File: config.mk
export PLATFORM = sky130hd
export DESIGN_NAME = mem_responder_flat
export DESIGN_NICKNAME = d
export VERILOG_FILES = /design/src/rtl/mem_pkg.sv /design/src/rtl/mem_responder_if.sv /design/src/rtl/mem_array.sv /design/src/rtl/mem_responder.sv /design/src/flat_wrapper.sv
export SDC_FILE = /design/constraint.sdc
export NUM_CORES = 2
export LEC_CHECK = 0
export CAP_MARGIN = 30
export CELL_PAD_IN_SITES_DETAIL_PLACEMENT = 0
export CELL_PAD_IN_SITES_GLOBAL_PLACEMENT = 1
export CORE_MARGIN = 2
export CORE_UTILIZATION = 44
export DETAILED_ROUTE_END_ITERATION = 10
export PLACE_DENSITY = 0.71
export SETUP_SLACK_MARGIN = 0.1
export SYNTH_ARGS = -nofsm -noshare
export SYNTH_HDL_FRONTEND = slang
export SYNTH_SLANG_ARGS = --single-unit
File: constraint.sdc
create_clock -name clk -period 3.7 [get_ports clk]
set_input_delay 0.37 -clock clk [delete_from_list [all_inputs] [get_ports clk]]
set_output_delay 0.37 -clock clk [all_outputs]
set_load 0.02 [all_outputs]
File: src/rtl/mem_pkg.sv
// mem_pkg: shared types and default widths for the memory responder, its bus
// interface and the controller/datapath that drive it.
//   state_e : responder FSM states
//   op_e    : access kind latched at capture (OP_BAD = both strobes high)
package mem_pkg;

    localparam int unsigned ADDR_W_DEF = 8;
    localparam int unsigned DATA_W_DEF = 16;

    typedef enum logic [1:0] {
        IDLE,
        WAIT,
        RESP
    } state_e;

    typedef enum logic [1:0] {
        OP_RD,
        OP_WR,
        OP_BAD
    } op_e;

endpackage

File: src/rtl/mem_responder_if.sv
// mem_responder_if: strobe/bus bundle between the multi-cycle controller and
// the memory responder.
//   MemRead, MemWrite : request strobes (master -> slave)
//   addr, wdata       : word address and write data (master -> slave)
//   rdata             : last completed read data (slave -> master)
//   ready, err        : one-cycle completion / illegal-request pulses (slave -> master)
//   busy              : request in flight (slave -> master)
interface mem_responder_if
    import mem_pkg::*;
#(
    parameter int unsigned ADDR_W = ADDR_W_DEF,
    parameter int unsigned DATA_W = DATA_W_DEF
);
    logic              MemRead;
    logic              MemWrite;
    logic [ADDR_W-1:0] addr;
    logic [DATA_W-1:0] wdata;
    logic [DATA_W-1:0] rdata;
    logic              ready;
    logic              busy;
    logic              err;

    modport master (
        output MemRead, MemWrite, addr, wdata,
        input  rdata, ready, busy, err
    );

    modport slave (
        input  MemRead, MemWrite, addr, wdata,
        output rdata, ready, busy, err
    );

endinterface

File: src/rtl/mem_array.sv
// mem_array: synchronous single-port word storage, DEPTH x DATA_W, no reset.
//   clk   : clock, rising edge
//   we    : write enable (ignored for out-of-range addresses)
//   addr  : word address
//   wdata : write data
//   rdata : registered read of addr (zero for out-of-range addresses)
module mem_array
    import mem_pkg::*;
#(
    parameter int unsigned ADDR_W = ADDR_W_DEF,
    parameter int unsigned DATA_W = DATA_W_DEF,
    parameter int unsigned DEPTH  = 200
) (
    input  logic              clk,
    input  logic              we,
    input  logic [ADDR_W-1:0] addr,
    input  logic [DATA_W-1:0] wdata,
    output logic [DATA_W-1:0] rdata
);

    logic [DATA_W-1:0] mem [DEPTH];
    logic [DATA_W-1:0] rdata_q;
    logic              in_range;

    assign in_range = 32'(addr) < DEPTH;
    assign rdata    = rdata_q;

    always_ff @(posedge clk) begin
        if (we && in_range) begin
            mem[addr] <= wdata;
        end
        rdata_q <= in_range ? mem[addr] : '0;
    end

endmodule

File: src/rtl/mem_responder.sv
// mem_responder: memory-side responder for the controller's MemRead/MemWrite
// strobes. Captures one access in IDLE, waits LATENCY cycles, then spends one
// cycle in RESP; the array write, rdata update and ready/err pulse all land
// on the edge leaving RESP.
//   clk : clock, rising edge
//   rst : asynchronous active-high reset
//   bus : mem_responder_if slave (strobes/addr/wdata in; rdata/ready/busy/err out)
module mem_responder
    import mem_pkg::*;
#(
    parameter int unsigned ADDR_W  = ADDR_W_DEF,
    parameter int unsigned DATA_W  = DATA_W_DEF,
    parameter int unsigned DEPTH   = 200,
    parameter int unsigned LATENCY = 2
) (
    input  logic            clk,
    input  logic            rst,
    mem_responder_if.slave  bus
);

    localparam logic [3:0] CntInit = (LATENCY > 0) ? 4'(LATENCY - 1) : 4'd0;

    state_e            state_q, state_d;
    op_e               op_q, op_d;
    logic [ADDR_W-1:0] addr_q, addr_d;
    logic [DATA_W-1:0] wdata_q, wdata_d;
    logic [3:0]        cnt_q, cnt_d;
    logic [DATA_W-1:0] rdata_q, rdata_d;
    logic              ready_q, ready_d;
    logic              busy_q, busy_d;
    logic              err_q, err_d;

    logic              bad_req;
    logic              ram_we;
    logic [ADDR_W-1:0] ram_addr;
    logic [DATA_W-1:0] ram_rdata;

    assign bad_req = (op_q == OP_BAD) || (32'(addr_q) >= DEPTH);
    assign ram_we  = (state_q == RESP) && (op_q == OP_WR) && !bad_req;
    // In IDLE the RAM looks at the live address so that a LATENCY=0 read
    // already has its data registered by the time RESP is reached.
    assign ram_addr = (state_q == IDLE) ? bus.addr : addr_q;

    mem_array #(
        .ADDR_W (ADDR_W),
        .DATA_W (DATA_W),
        .DEPTH  (DEPTH)
    ) u_mem_array (
        .clk   (clk),
        .we    (ram_we),
        .addr  (ram_addr),
        .wdata (wdata_q),
        .rdata (ram_rdata)
    );

    always_comb begin
        state_d = state_q;
        op_d    = op_q;
        addr_d  = addr_q;
        wdata_d = wdata_q;
        cnt_d   = cnt_q;
        rdata_d = rdata_q;
        ready_d = 1'b0;
        busy_d  = busy_q;
        err_d   = 1'b0;

        unique case (state_q)
            IDLE: begin
                if (bus.MemRead || bus.MemWrite) begin
                    addr_d  = bus.addr;
                    wdata_d = bus.wdata;
                    if (bus.MemRead && bus.MemWrite) begin
                        op_d = OP_BAD;
                    end else if (bus.MemWrite) begin
                        op_d = OP_WR;
                    end else begin
                        op_d = OP_RD;
                    end
                    busy_d  = 1'b1;
                    cnt_d   = CntInit;
                    state_d = (LATENCY > 0) ? WAIT : RESP;
                end
            end
            WAIT: begin
                if (cnt_q == 4'd0) begin
                    state_d = RESP;
                end else begin
                    cnt_d = cnt_q - 4'd1;
                end
            end
            RESP: begin
                ready_d = 1'b1;
                err_d   = bad_req;
                busy_d  = 1'b0;
                state_d = IDLE;
                // Reads (including the both-strobes case) update rdata; illegal ones zero it.
                if (op_q != OP_WR) begin
                    rdata_d = bad_req ? '0 : ram_rdata;
                end
            end
            default: state_d = IDLE;
        endcase
    end

    always_ff @(posedge clk or posedge rst) begin
        if (rst) begin
            state_q <= IDLE;
            op_q    <= OP_RD;
            addr_q  <= '0;
            wdata_q <= '0;
            cnt_q   <= 4'd0;
            rdata_q <= '0;
            ready_q <= 1'b0;
            busy_q  <= 1'b0;
            err_q   <= 1'b0;
        end else begin
            state_q <= state_d;
            op_q    <= op_d;
            addr_q  <= addr_d;
            wdata_q <= wdata_d;
            cnt_q   <= cnt_d;
            rdata_q <= rdata_d;
            ready_q <= ready_d;
            busy_q  <= busy_d;
            err_q   <= err_d;
        end
    end

    assign bus.rdata = rdata_q;
    assign bus.ready = ready_q;
    assign bus.busy  = busy_q;
    assign bus.err   = err_q;

endmodule

File: src/flat_wrapper.sv
// flat-port wrapper written by rule: the top's interface ports become plain ports
module mem_responder_flat import mem_pkg::*;
#(
    parameter int unsigned ADDR_W  = ADDR_W_DEF,
    parameter int unsigned DATA_W  = DATA_W_DEF,
    parameter int unsigned DEPTH   = 200,
    parameter int unsigned LATENCY = 2
)
  (clk, rst, bus_MemRead, bus_MemWrite, bus_addr, bus_wdata, bus_rdata, bus_ready, bus_busy, bus_err);
  mem_responder_if #(.ADDR_W(ADDR_W), .DATA_W(DATA_W)) bus_i ();
  input  logic clk;
  input  logic rst;
  input wire logic [$bits(bus_i.MemRead)-1:0] bus_MemRead;
  input wire logic [$bits(bus_i.MemWrite)-1:0] bus_MemWrite;
  input wire logic [$bits(bus_i.addr)-1:0] bus_addr;
  input wire logic [$bits(bus_i.wdata)-1:0] bus_wdata;
  output wire logic [$bits(bus_i.rdata)-1:0] bus_rdata;
  output wire logic [$bits(bus_i.ready)-1:0] bus_ready;
  output wire logic [$bits(bus_i.busy)-1:0] bus_busy;
  output wire logic [$bits(bus_i.err)-1:0] bus_err;
  assign bus_i.MemRead = bus_MemRead;
  assign bus_i.MemWrite = bus_MemWrite;
  assign bus_i.addr = bus_addr;
  assign bus_i.wdata = bus_wdata;
  assign bus_rdata = bus_i.rdata;
  assign bus_ready = bus_i.ready;
  assign bus_busy = bus_i.busy;
  assign bus_err = bus_i.err;
  mem_responder #(.ADDR_W(ADDR_W), .DATA_W(DATA_W), .DEPTH(DEPTH), .LATENCY(LATENCY)) u_core (.clk(clk), .rst(rst), .bus(bus_i));
endmodule
==> results_dict.tcl <==
set metrics [dict create \
    status "finished, final reports clean" \
    hold_viol 0 \
    syn_nets 6468 \
    core_um2 271000 \
    grt_pass1_wl_mm 491 \
    cpMaxStageDelayCell "or4_1" \
    synth_edf_count 3200 \
    drtIter0Drc 10150 \
    final_common_cell "edfxtp_1" \
    hold_slack_ns 0.114 \
    drc 0 \
    setup_viol 0 \
    max_freq_mhz 277 \
    clock-skew-final_ns 0.0611 \
    crit_top_cell "nand4_1" \
    synth.top_cell.area_share 0.803 \
    cts_sinks 3267 \
    postSynthCellCount 6438 \
    clkTransAtPathRegs_ns 0.06 \
    first_global_vias 67504 \
    vias_per_cell 6.32 \
    slew-limit-headroom 0.319 \
    cp_cell_sequence "clkbuf_4 > or4_1 > o31ai_4 > buf_12 > buf_6 > buf_4 > a22oi_1 > a22oi_1 > nand4_1 > nand4_1 > nand2_1 > nand4_1" \
    overflow 0 \
    internal_power_mw 81.2 \
    avgSynthCellArea_um2 18.6 \
    maxCapViolCount 0 \
    syn-cell-area_um2 120000 \
    fin_util 0.532 \
    ys_warn_count 0 \
    power.share.clock 0.260 \
    drive_gt1_frac 0.204 \
    grt_start_max_net_pins 123 \
    io_buffers 46 \
    yosys-top-cells-area "edfxtp_1, a221oi_1, a22o_1" \
    swShare 0.351 \
    track_usage 0.245 \
    synth_top_area_cell "edfxtp_1" \
    p_comb_frac 0.354 \
    fp.dieArea_um2 276000 \
    slowest_delay_ns 0.57 \
    routedWlPerCell_um 31.3 \
    htreeDepth 5 \
    die_w_um 525 \
    clkLatencyLatePin_ns 0.89 \
    clockBufferDepth 4 \
    cp-start-kind "flip-flop" \
    drt_first_pass_iters 8 \
    tightest_slew_ns 1.02 \
    rsz0062_at_grt "true" \
    cts_buffers 333 \
    io_pins 47 \
    cp_data_arrival_time_ns 4.41 \
    final_cell_mix "edfxtp_1, buf_4, a221oi_1" \
    ir_drop_mv 0.822 \
    hp-class "input port to flip-flop" \
    yosysSeqAreaShare 0.816 \
    antenna_found_initial 21 \
    vias 70131 \
    r2r_setup_slack_ns 0.09 \
    rows 191 \
    syn_to_final_growth_pct 20.4 \
    critPathKind "flip-flop to flip-flop" \
    initial_utilization 0.442 \
    cp-end-kind "flip-flop" \
    powerDensity_nw_per_um2 869 \
    fin_crit_sh 0.976 \
    cp_max_fo 22 \
    die_h_um 525 \
    final_nets 7302 \
    ys.flop_type "edfxtp_1" \
    synth_seq_cells 3267 \
    gp_congestion 0.935 \
    synth.distinct_cells 53 \
    period_minus_slack_ns 3.61 \
    dpl.hpwl_mm 220 \
    wl_mm 347 \
    drv_slew 0 \
    cp.required_ns 4.50 \
    pwr-share-seq 0.385 \
    cellLeakagePower_nw 46.2 \
    cts_tree "built" \
    switchingPower_mw 44.0 \
    async_reset_ff_frac 0.0156 \
    cts_root_buf "clkbuf_16" \
    ant_nets 0 \
]
area by class of cell:
| class | instances | area (um2) |
|---|---|---|
| Clock inverter | 171 | 1680 |
| Inverter | 6 | 22.5 |
| Tap cell | 3570 | 4470 |
| Timing Repair Buffer | 983 | 11100 |
| Fill cell | 20869 | 126000 |
| Antenna cell | 4 | 10.0 |
| Sequential cell | 3267 | 97800 |
| Multi-Input combinational cell | 2681 | 20200 |
| Clock buffer | 415 | 8820 |
flip-flops by register name (all words and copies together) (netlist names):
register                  cells
u_core.addr_q                 8
u_core.bus.busy               1
u_core.bus.err                1
u_core.bus.rdata             16
u_core.bus.ready              1
u_core.cnt_q                  4
u_core.op_q                   2
u_core.state_q                2
u_core.u_mem_array.mem     3200
u_core.u_mem_array.rdata     16
u_core.wdata_q               16
power groups by stage:
stage	clock network (mW)	logic [mW]	registers, mW
2_1_floorplan	0	18.5	51.1
5_1_grt	34.4	46.3	48.3
4_1_cts	33.0	42.8	48.7
3_5_place_dp	0	42.3	49.5
3_3_place_gp	0	41.9	49.4
6_report	32.6	44.3	48.3
final timing paths:
check | depth (start not counted) | from | end
max | 12 | u_core.state_q[0]$_DFFE_PP0P_ | u_core.u_mem_array.rdata[15]$_SDFF_PP0_
min | 2 | bus_wdata[14] | u_core.wdata_q[14]$_DFFE_PP0P_
max reg2reg | 12 | u_core.state_q[0]$_DFFE_PP0P_ | u_core.u_mem_array.rdata[15]$_SDFF_PP0_
min reg2reg | 1 | u_core.bus.busy$_DFFE_PP0P_ | u_core.bus.busy$_DFFE_PP0P_
max in group asynchronous | 5 | rst | u_core.addr_q[3]$_DFFE_PP0P_
min in group asynchronous | 3 | rst | u_core.wdata_q[5]$_DFFE_PP0P_
layer usage:
| layer | wire length, um | part of all wire | track usage | up-vias |
|---|---|---|---|---|
| met5 | 76 | 0.00022 | 0 | - |
| met4 | 12800 | 0.037 | 0.0830 | 12 |
| met3 | 37300 | 0.11 | 0.0533 | 601 |
| met2 | 161000 | 0.46 | 0.380 | 3948 |
| met1 | 136000 | 0.39 | 0.342 | 36252 |
| li1 | - | - | - | 29318 |
synth_stat cells, drive strengths merged, types with 2 or more instances:
| master | n |
|---|---|
| nand3 | 116 |
| a21oi | 97 |
| or4 | 65 |
| mux2 | 24 |
| nor2 | 213 |
| clkbuf | 233 |
| or4b | 2 |
| o21ai | 55 |
| o22ai | 280 |
| o21a | 2 |
| buf | 251 |
| a22oi | 424 |
| a22o | 576 |
| nand4 | 59 |
| o31ai | 3 |
| nand2 | 66 |
| inv | 6 |
| a41o | 6 |
| and2b | 3 |
| o41ai | 20 |
| dfxtp | 16 |
| a221oi | 624 |
| a221o | 12 |
| ha | 2 |
| nand3b | 4 |
| edfxtp | 3200 |
| and3 | 2 |
| dfrtp | 51 |
| nand2b | 8 |
| xnor2 | 2 |
| nor3 | 2 |
per-stage QoR:
step	instances	instance area [um2]	setup slack (ns)	total power [mW]	TNS, ns
after floorplan	6438	120000	0.230	69.5	0
after global placement	10491	133000	-0.665	91.2	-11.84
after detailed placement	10492	133000	-0.651	91.8	-22.95
after CTS	11083	144000	0.0808	124	0
after global routing	11094	144000	0.0497	129	0
final	11097	144000	0.0880	125	0
worst max-delay path: cells and delay by family, from the launching register on:
family	cells	cell delay, ns
compound gates	3	0.58
flops	1	0.47
buf+inv	4	0.98
simple gates	5	1.49
cell families (layout without fill, tap and decap cells):
| kind of cell | count (synthesis) | after routing | share of synthesized area |
|---|---|---|---|
| flops | 3267 | 3267 | 0.816 |
| compound gates | 2105 | 2105 | 0.139 |
| simple gates | 546 | 546 | 0.0225 |
| buf+inv | 490 | 1575 | 0.0189 |
| mux | 25 | 25 | 0.00245 |
| xor+xnor | 3 | 3 | 0.000220 |
| fa+ha+maj | 2 | 2 | 0.000209 |
| other cells | 0 | 4 | 0 |
what timing repair did:
item / 4_1_cts / 5_1_grt
buffers inserted: 5 / 5
pin swaps: 3 / 12
resized for setup: 36 / 52
gates cloned: 0 / 0
hold endpoints to repair: 0 / 14
endpoints found under the setup margin: 750 / 526
hold buffers: 0 / 1
Note: power is estimated with default switching activity, not from simulation.
